<file path="src/rtl/mem_stage_responder.sv">
// mem_stage_responder: MEM-stage data memory with fixed access latency that
// freezes the pipeline until each access completes and then pulses ready.
module mem_stage_responder #(
    parameter int          WAIT_CYCLES = 4,
    parameter logic [31:0] ADDR_BASE   = 32'd1024,
    parameter int          DEPTH       = 64
) (
    input  logic        clk,
    input  logic        rst,
    input  logic        MEM_R_EN,
    input  logic        MEM_W_EN,
    input  logic [31:0] ALU_Res,
    input  logic [31:0] Val_RM,
    output logic [31:0] rdata,
    output logic        ready,
    output logic        err,
    output logic        freeze
);
    localparam int AW = $clog2(DEPTH);
    typedef enum logic [1:0] {IDLE, BUSY, DONE} state_t;
    state_t      state_q, state_d;
    logic [7:0]  cnt_q, cnt_d;
    logic        wr_q, wr_d, both_q, both_d, err_q, err_d;
    logic [31:0] addr_q, addr_d, wdata_q, wdata_d, rdata_q, rdata_d;
    logic [31:0] mem [DEPTH];
    logic [31:0] off;
    logic [AW-1:0] idx;
    logic        req, in_range, misaligned, mem_we;
    always_comb begin
        req        = MEM_R_EN | MEM_W_EN;
        off        = addr_q - ADDR_BASE;
        idx        = off[AW+1:2];
        in_range   = off < 32'(4 * DEPTH);
        misaligned = addr_q[1:0] != 2'b00;
        mem_we     = state_q == BUSY && req && cnt_q == 8'd0 && wr_q && in_range;
        state_d    = state_q;
        cnt_d      = cnt_q;
        wr_d       = wr_q;
        both_d     = both_q;
        addr_d     = addr_q;
        wdata_d    = wdata_q;
        rdata_d    = rdata_q;
        err_d      = 1'b0;
        case (state_q)
            IDLE: if (req) begin
                state_d = BUSY;
                wr_d    = MEM_W_EN;
                both_d  = MEM_R_EN & MEM_W_EN;
                addr_d  = ALU_Res;
                wdata_d = Val_RM;
                cnt_d   = 8'(WAIT_CYCLES - 1);
            end
            BUSY: if (!req) state_d = IDLE;
                else if (cnt_q == 8'd0) begin
                    state_d = DONE;
                    err_d   = !in_range | misaligned | both_q;
                    rdata_d = wr_q ? rdata_q : (in_range ? mem[idx] : 32'd0);
                end else cnt_d = cnt_q - 8'd1;
            default: state_d = IDLE;
        endcase
        // Gated by reset so the stall releases the instant reset asserts.
        freeze = rst & req & (state_q != DONE);
        ready  = state_q == DONE;
        err    = err_q;
        rdata  = rdata_q;
    end
    always_ff @(posedge clk or negedge rst) begin
        if (!rst) begin
            state_q <= IDLE;
            cnt_q   <= '0;
            wr_q    <= 1'b0;
            both_q  <= 1'b0;
            addr_q  <= '0;
            wdata_q <= '0;
            rdata_q <= '0;
            err_q   <= 1'b0;
        end else begin
            state_q <= state_d;
            cnt_q   <= cnt_d;
            wr_q    <= wr_d;
            both_q  <= both_d;
            addr_q  <= addr_d;
            wdata_q <= wdata_d;
            rdata_q <= rdata_d;
            err_q   <= err_d;
        end
    end
    always_ff @(posedge clk) begin
        if (mem_we) mem[idx] <= wdata_q;
    end
endmodule

</file>
<file path="config.mk">
export PLATFORM = sky130hd
export DESIGN_NAME = mem_stage_responder
export DESIGN_NICKNAME = d
export VERILOG_FILES = /design/src/rtl/mem_stage_responder.sv
export SDC_FILE = /design/constraint.sdc
export NUM_CORES = 2
export LEC_CHECK = 0
export ABC_AREA = 1
export CAP_MARGIN = 10
export CORE_MARGIN = 3
export CORE_UTILIZATION = 45
export DETAILED_ROUTE_END_ITERATION = 8
export PLACE_DENSITY = 0.71
export SLEW_MARGIN = 10
export SYNTH_ARGS = -nofsm -noshare
export SYNTH_HDL_FRONTEND = slang
export SYNTH_SLANG_ARGS = --single-unit
</file>
<file path="constraint.sdc">
create_clock -name clk -period 10 [get_ports clk]
set_input_delay 1 -clock clk [delete_from_list [all_inputs] [get_ports clk]]
set_output_delay 1 -clock clk [all_outputs]
set_load 0.03 [all_outputs]
</file>
### After elaboration in Yosys (flattened, before gate mapping)

Memory sizes are Yosys's and may differ from the RTL's.
Cells that the tools add are included.
Widths: inputs -> output; s select.

* ROM bits: 0
* output and inout bits: 35
* flip-flop bits (word level): 109
* memories: 1
* bits in latches: 0
* RAM bits: 2048

Memory list
* mem: words 64, width 32, read ports 1, clocked after Yosys merged registers in 0, wr ports 1, line 25 `logic [31:0] mem [DEPTH];`

* reduce and logical (&&, ||, !) cells: 13
* equality and inequality tests: 7
* shifts and indexed selects: 0
* $add $sub $neg: 2
* bitwise operators: 7
* divide/modulo/power cells: 0
* order comparisons: 1
* $mul: 0
* mux-type cells: 14

Operators with widths (number)
* $lt 32x9->1 const B: 1
* $mux 32: 1
* $sub 32x11->32 const B: 1
* $mux 8: 3
* $pmux 8 s2: 1
* $logic_not 8->1: 1
* $ne 2x2->1 const B: 4
* $reduce_and 4->1: 2
* $sub 8x1->8 const B: 1
* $mux 2: 3
* $mux 1: 5
* $logic_and 1x1->1: 4
* $pmux 2 s2: 1
* $reduce_and 2->1: 2
* $reduce_bool 2->1: 2
* $and 1x1->1: 3
* $ne 3x2->1 const B: 1
* $or 1x1->1: 3
* $eq 2x1->1 const B: 1
* $eq 2x2->1 const B: 1
* $logic_not 2->1: 1
* $logic_not 1->1: 1
* $not 1->1: 1

### Depth between registers and ports, before layout

* word-level depth: 8
* mapped depth: 17

### Worst setup path after synthesis

Ideal clock, no wire load.

* path kind: input to register
* start: input port MEM_W_EN
* end: memory mem[0][0] (enable)
* arrival time: 3.108 ns
* required time: 9.579 ns
* cell stages on the path: 6
* slack: 6.471 ns
* path through: nor2_1 -> nor2_1 -> inv_1 -> nor3_1 -> nand2_4 -> nor2_1

* cells in the longest elaborated chain, start to end: 7

Ends and longest elaborated chain
* from (decl): line 11 `input logic MEM_W_EN,`
* $or 1x1->1: line 30 `req = MEM_R_EN | MEM_W_EN;`
* $logic_and 1x1->1 (4 in a row): line 35 `mem_we = state_q == BUSY && req && cnt_q == 8'd0 && wr_q && in_range;`
* $mux 1: line 89 `if (mem_we) mem[idx] <= wdata_q;`
* $mux 1 (not written as such): line 89
* to (decl): line 25

Every way passes these cells.

### Worst setup path in the final report

* start: register addr_q[16]
* end: memory mem[28][10] (enable)

* cells in the longest elaborated chain, start to end: 5

Ends and longest elaborated chain
* from (decl): line 24 `logic [31:0] addr_q, addr_d, wdata_q, wdata_d, rdata_q, rdata_d;`
* from (signal assigned): line 82 `addr_q <= addr_d;`
* $sub 32x11->32: line 31 `off = addr_q - ADDR_BASE;`
* $lt 32x9->1: line 33 `in_range = off < 32'(4 * DEPTH);`
* $logic_and 1x1->1: line 35
* $mux 1: line 89
* $mux 1 (not written as such): line 89

Every way passes these cells.

==> results.json <==
{
  "slew_headroom_pct": 14.0,
  "htreeDepth": 4,
  "drv_cap": 0,
  "placed_cell_area_um2": 92400,
  "worstSetupPathType": "flop to flop",
  "rsz0062_at_grt": "no",
  "syn_area_um2": 89100,
  "grt_overflow_total": 0,
  "clockRootBuffer": "clkbuf_16",
  "setup-violations-final": 0,
  "cts.clk_slew.worst_paths_ns": 0.06,
  "fin_setup_tns_ns": 0,
  "cts.repair.resized": 0,
  "crit_buf_inv": 1,
  "multi_input_area_um2": 21300,
  "firstDrtPassIters": 8,
  "maxSlewViolCount": 0,
  "vias": 59800,
  "rows": 162,
  "leakage_nw": 37.9,
  "synthArstFlopShare_pct": 5.05,
  "critPathLaunchType": "flop",
  "io_pins": 103,
  "period_needed_ns": 4.74,
  "cts_inserted_buffers": 210,
  "antenna_found_initial": 5,
  "fin_nets": 8147,
  "synth_cells": 8130,
  "area_growth_pct": 11.0,
  "dieArea_um2": 203000,
  "synth_simple_gate_area_share_pct": 21.6,
  "grt_use_met1_pct": 34.6,
  "worstPathCellList": "nor2_1 -> nand2_1 -> nor2_2 -> nand3_1 -> nand2_1 -> nand3_1 -> nor2_1 -> nand2_2 -> nor2_8 -> nand2_8 -> buf_4 -> nor2_4",
  "yosysTopAreaCell": "edfxtp_1",
  "via_per_inst": 5.50,
  "grt_busiest_layer": "met1",
  "tightest_slew_ns": 1.29,
  "yosys_warnings": 0,
  "power_density_nw_per_um2": 292,
  "clockBufferDepth": 3,
  "seqCellArea_um2": 64400,
  "synthMuxAreaShare_pct": 0,
  "netlist.area_leader.share_pct": 69.0,
  "hold_buffers": 0,
  "start_util_pct": 45.5,
  "crit_arrival_ns": 5.20,
  "wire_per_inst_um": 23.0,
  "use_met2_pct": 34.5,
  "die_h_um": 451,
  "slowest_stage": "nor2_4",
  "synth_top_family_by_area": "simple AND/OR/NAND/NOR gates",
  "period_share_pct": 47.4,
  "remaining_drc_errors": 0,
  "grt_pass1_vias": 56500,
  "synth_commonest_cells": "nand2_1, edfxtp_1, nor2_1",
  "ir_drop_mv": 0.355,
  "crit_family": "simple AND/OR/NAND/NOR gates",
  "portBuffers": 102,
  "worstHoldPathType": "input port to async pin",
  "cpPeakStageDelay_ns": 0.97,
  "core_area_um2": 196000,
  "worstSkewPairLatency_ns": 0.85,
  "synthesis.nets": 8199,
  "final_area_um2": 98900,
  "synth_enable_flop_cells": 2048,
  "max_freq_mhz": 211,
  "synth_seq_area_share_pct": 72.1,
  "hold_viol": 0,
  "drive_gt1_share_pct": 6.01,
  "grt_pass1_wl_um": 369000,
  "r2r_start": "addr_q[16]$_DFFE_PN0P_",
  "endpoint_kind": "flop",
  "met3_usage_pct": 6.70,
  "yosysMostFrequentCell": "nand2_1",
  "grt_max_degree": 218,
  "status": "finished clean",
  "cp-startpoint": "addr_q[16]$_DFFE_PN0P_",
  "grt_usage_pct": 24.2,
  "cts_tree": "built",
  "fp.dieW_um": 451,
  "place_congestion": 0.941,
  "synth_ff_type": "edfxtp_1",
  "synth_compound_area_share_pct": 2.19,
  "clkSinkCount": 2157,
  "synth_area_leaders": "edfxtp_1, nand2_1, nand3_1, dfrtp_1, nor2_1",
  "synth_fa_ha_area_share_pct": 0.0140,
  "dr.first_iter.drc_count": 8803,
  "cts_setup_buffers": 0,
  "syn_avg_cell_area_um2": 11.0,
  "fin_skew_ns": 0.0518,
  "fillers": 16700,
  "crit_fanout": 36,
  "hpwlAfterDp_um": 138000,
  "routed_wirelength_um": 251000,
  "synth.distinct_cells": 32,
  "required_ns": 10.46,
  "synthXorXnorAreaFrac_pct": 0,
  "ant_nets": 0,
  "ys_ff_latch": 2157
}
## report_power, final
| group | internal, mW | switching (mW) | leakage (nW) |
|---|---|---|---|
| sequential | 11.4 | 1.99 | 19.9 |
| combinational | 1.90 | 6.10 | 14.8 |
| clock | 4.22 | 3.35 | 3.18 |
## cells in the final DEF (no fill, tap or decap), types with 35 or more instances in the layout
cell	Yosys	final
nand2_1	3168	3167
edfxtp_1	2048	2048
nor2_1	726	715
nand3_1	561	561
inv_1	479	478
o21ai_0	299	299
clkbuf_16	0	214
nand4_1	126	126
clkdlybuf4s50_1	0	101
dfrtp_1	109	74
nor2_4	65	73
clkbuf_1	245	67
buf_4	1	55
clkinv_1	0	46
a21oi_1	40	40
dfrtp_4	0	35
## final timing paths
check | endpoint | slack (ns) | cells past startpoint
setup / recovery | mem[28][10]$_DFFE_PP_ | 5.26 | 12
setup reg to reg | mem[28][10]$_DFFE_PP_ | 5.26 | 12
min in group clk | addr_q[0]$_DFFE_PN0P_ | 0.47 | 2
hold / removal | cnt_q[4]$_DFFE_PN0P_ | 0.22 | 1
max in group asynchronous | addr_q[4]$_DFFE_PN0P_ | 8.28 | 2
hold reg to reg | addr_q[0]$_DFFE_PN0P_ | 0.47 | 2
## metrics by stage
step / instances / hold slack [ns] / util [%] / setup WS [ns] / power [mW]
after floorplan: 8130 / 0.443 / - / 6.47 / 17.1
after global placement: 10500 / 0.461 / 47.2 / 5.12 / 21.0
after detailed placement: 10500 / 0.461 / 47.2 / 5.09 / 21.2
after CTS: 10900 / 0.186 / 50.5 / 5.35 / 28.7
after global routing: 10900 / 0.246 / 50.5 / 5.05 / 30.0
final: 10900 / 0.216 / 50.5 / 5.26 / 28.9
## flip-flops by register name, summed over array words and instances, names as in the netlist
signal	count
state_q	2
mem	2048
both_q	1
rdata	32
wr_q	1
err	1
addr_q	32
cnt_q	8
wdata_q	32
## kinds of logic after synthesis
family,count (synthesis)
buffers and inverters,912
AO/OA/AOI/OAI,373
flip-flops,2157
adder cells (fa/ha/maj),1
AND/OR/NAND/NOR,4687
## layout make-up
cell class                      count  area share (%)
Tap cell                         2624            3.32
Inverter                          485            1.86
Clock inverter                     94           0.693
Multi-Input combinational cell   5061            21.6
Sequential cell                  2157            65.1
Antenna cell                        4          0.0101
Clock buffer                      299            5.89
Timing Repair Buffer              163            1.58
## routing by layer
metal  part of all wire (%)  vias up
met1                     39    28800
met5                 0.0052        -
met4                    4.9        2
met3                     13      506
met2                     43     3547
li1                       -    27000
## worst register-to-register path, stage by stage, from the launching register on
cell and delay [ns]:
dfrtp_1 0.40, nor2_1 0.20, nand2_1 0.10, nor2_2 0.22
nand3_1 0.11, nand2_1 0.09, nand3_1 0.08, nor2_1 0.15
nand2_2 0.11, nor2_8 0.59, nand2_8 0.59, buf_4 0.63
nor2_4 1.04
Power figures use the tool's default switching activity.
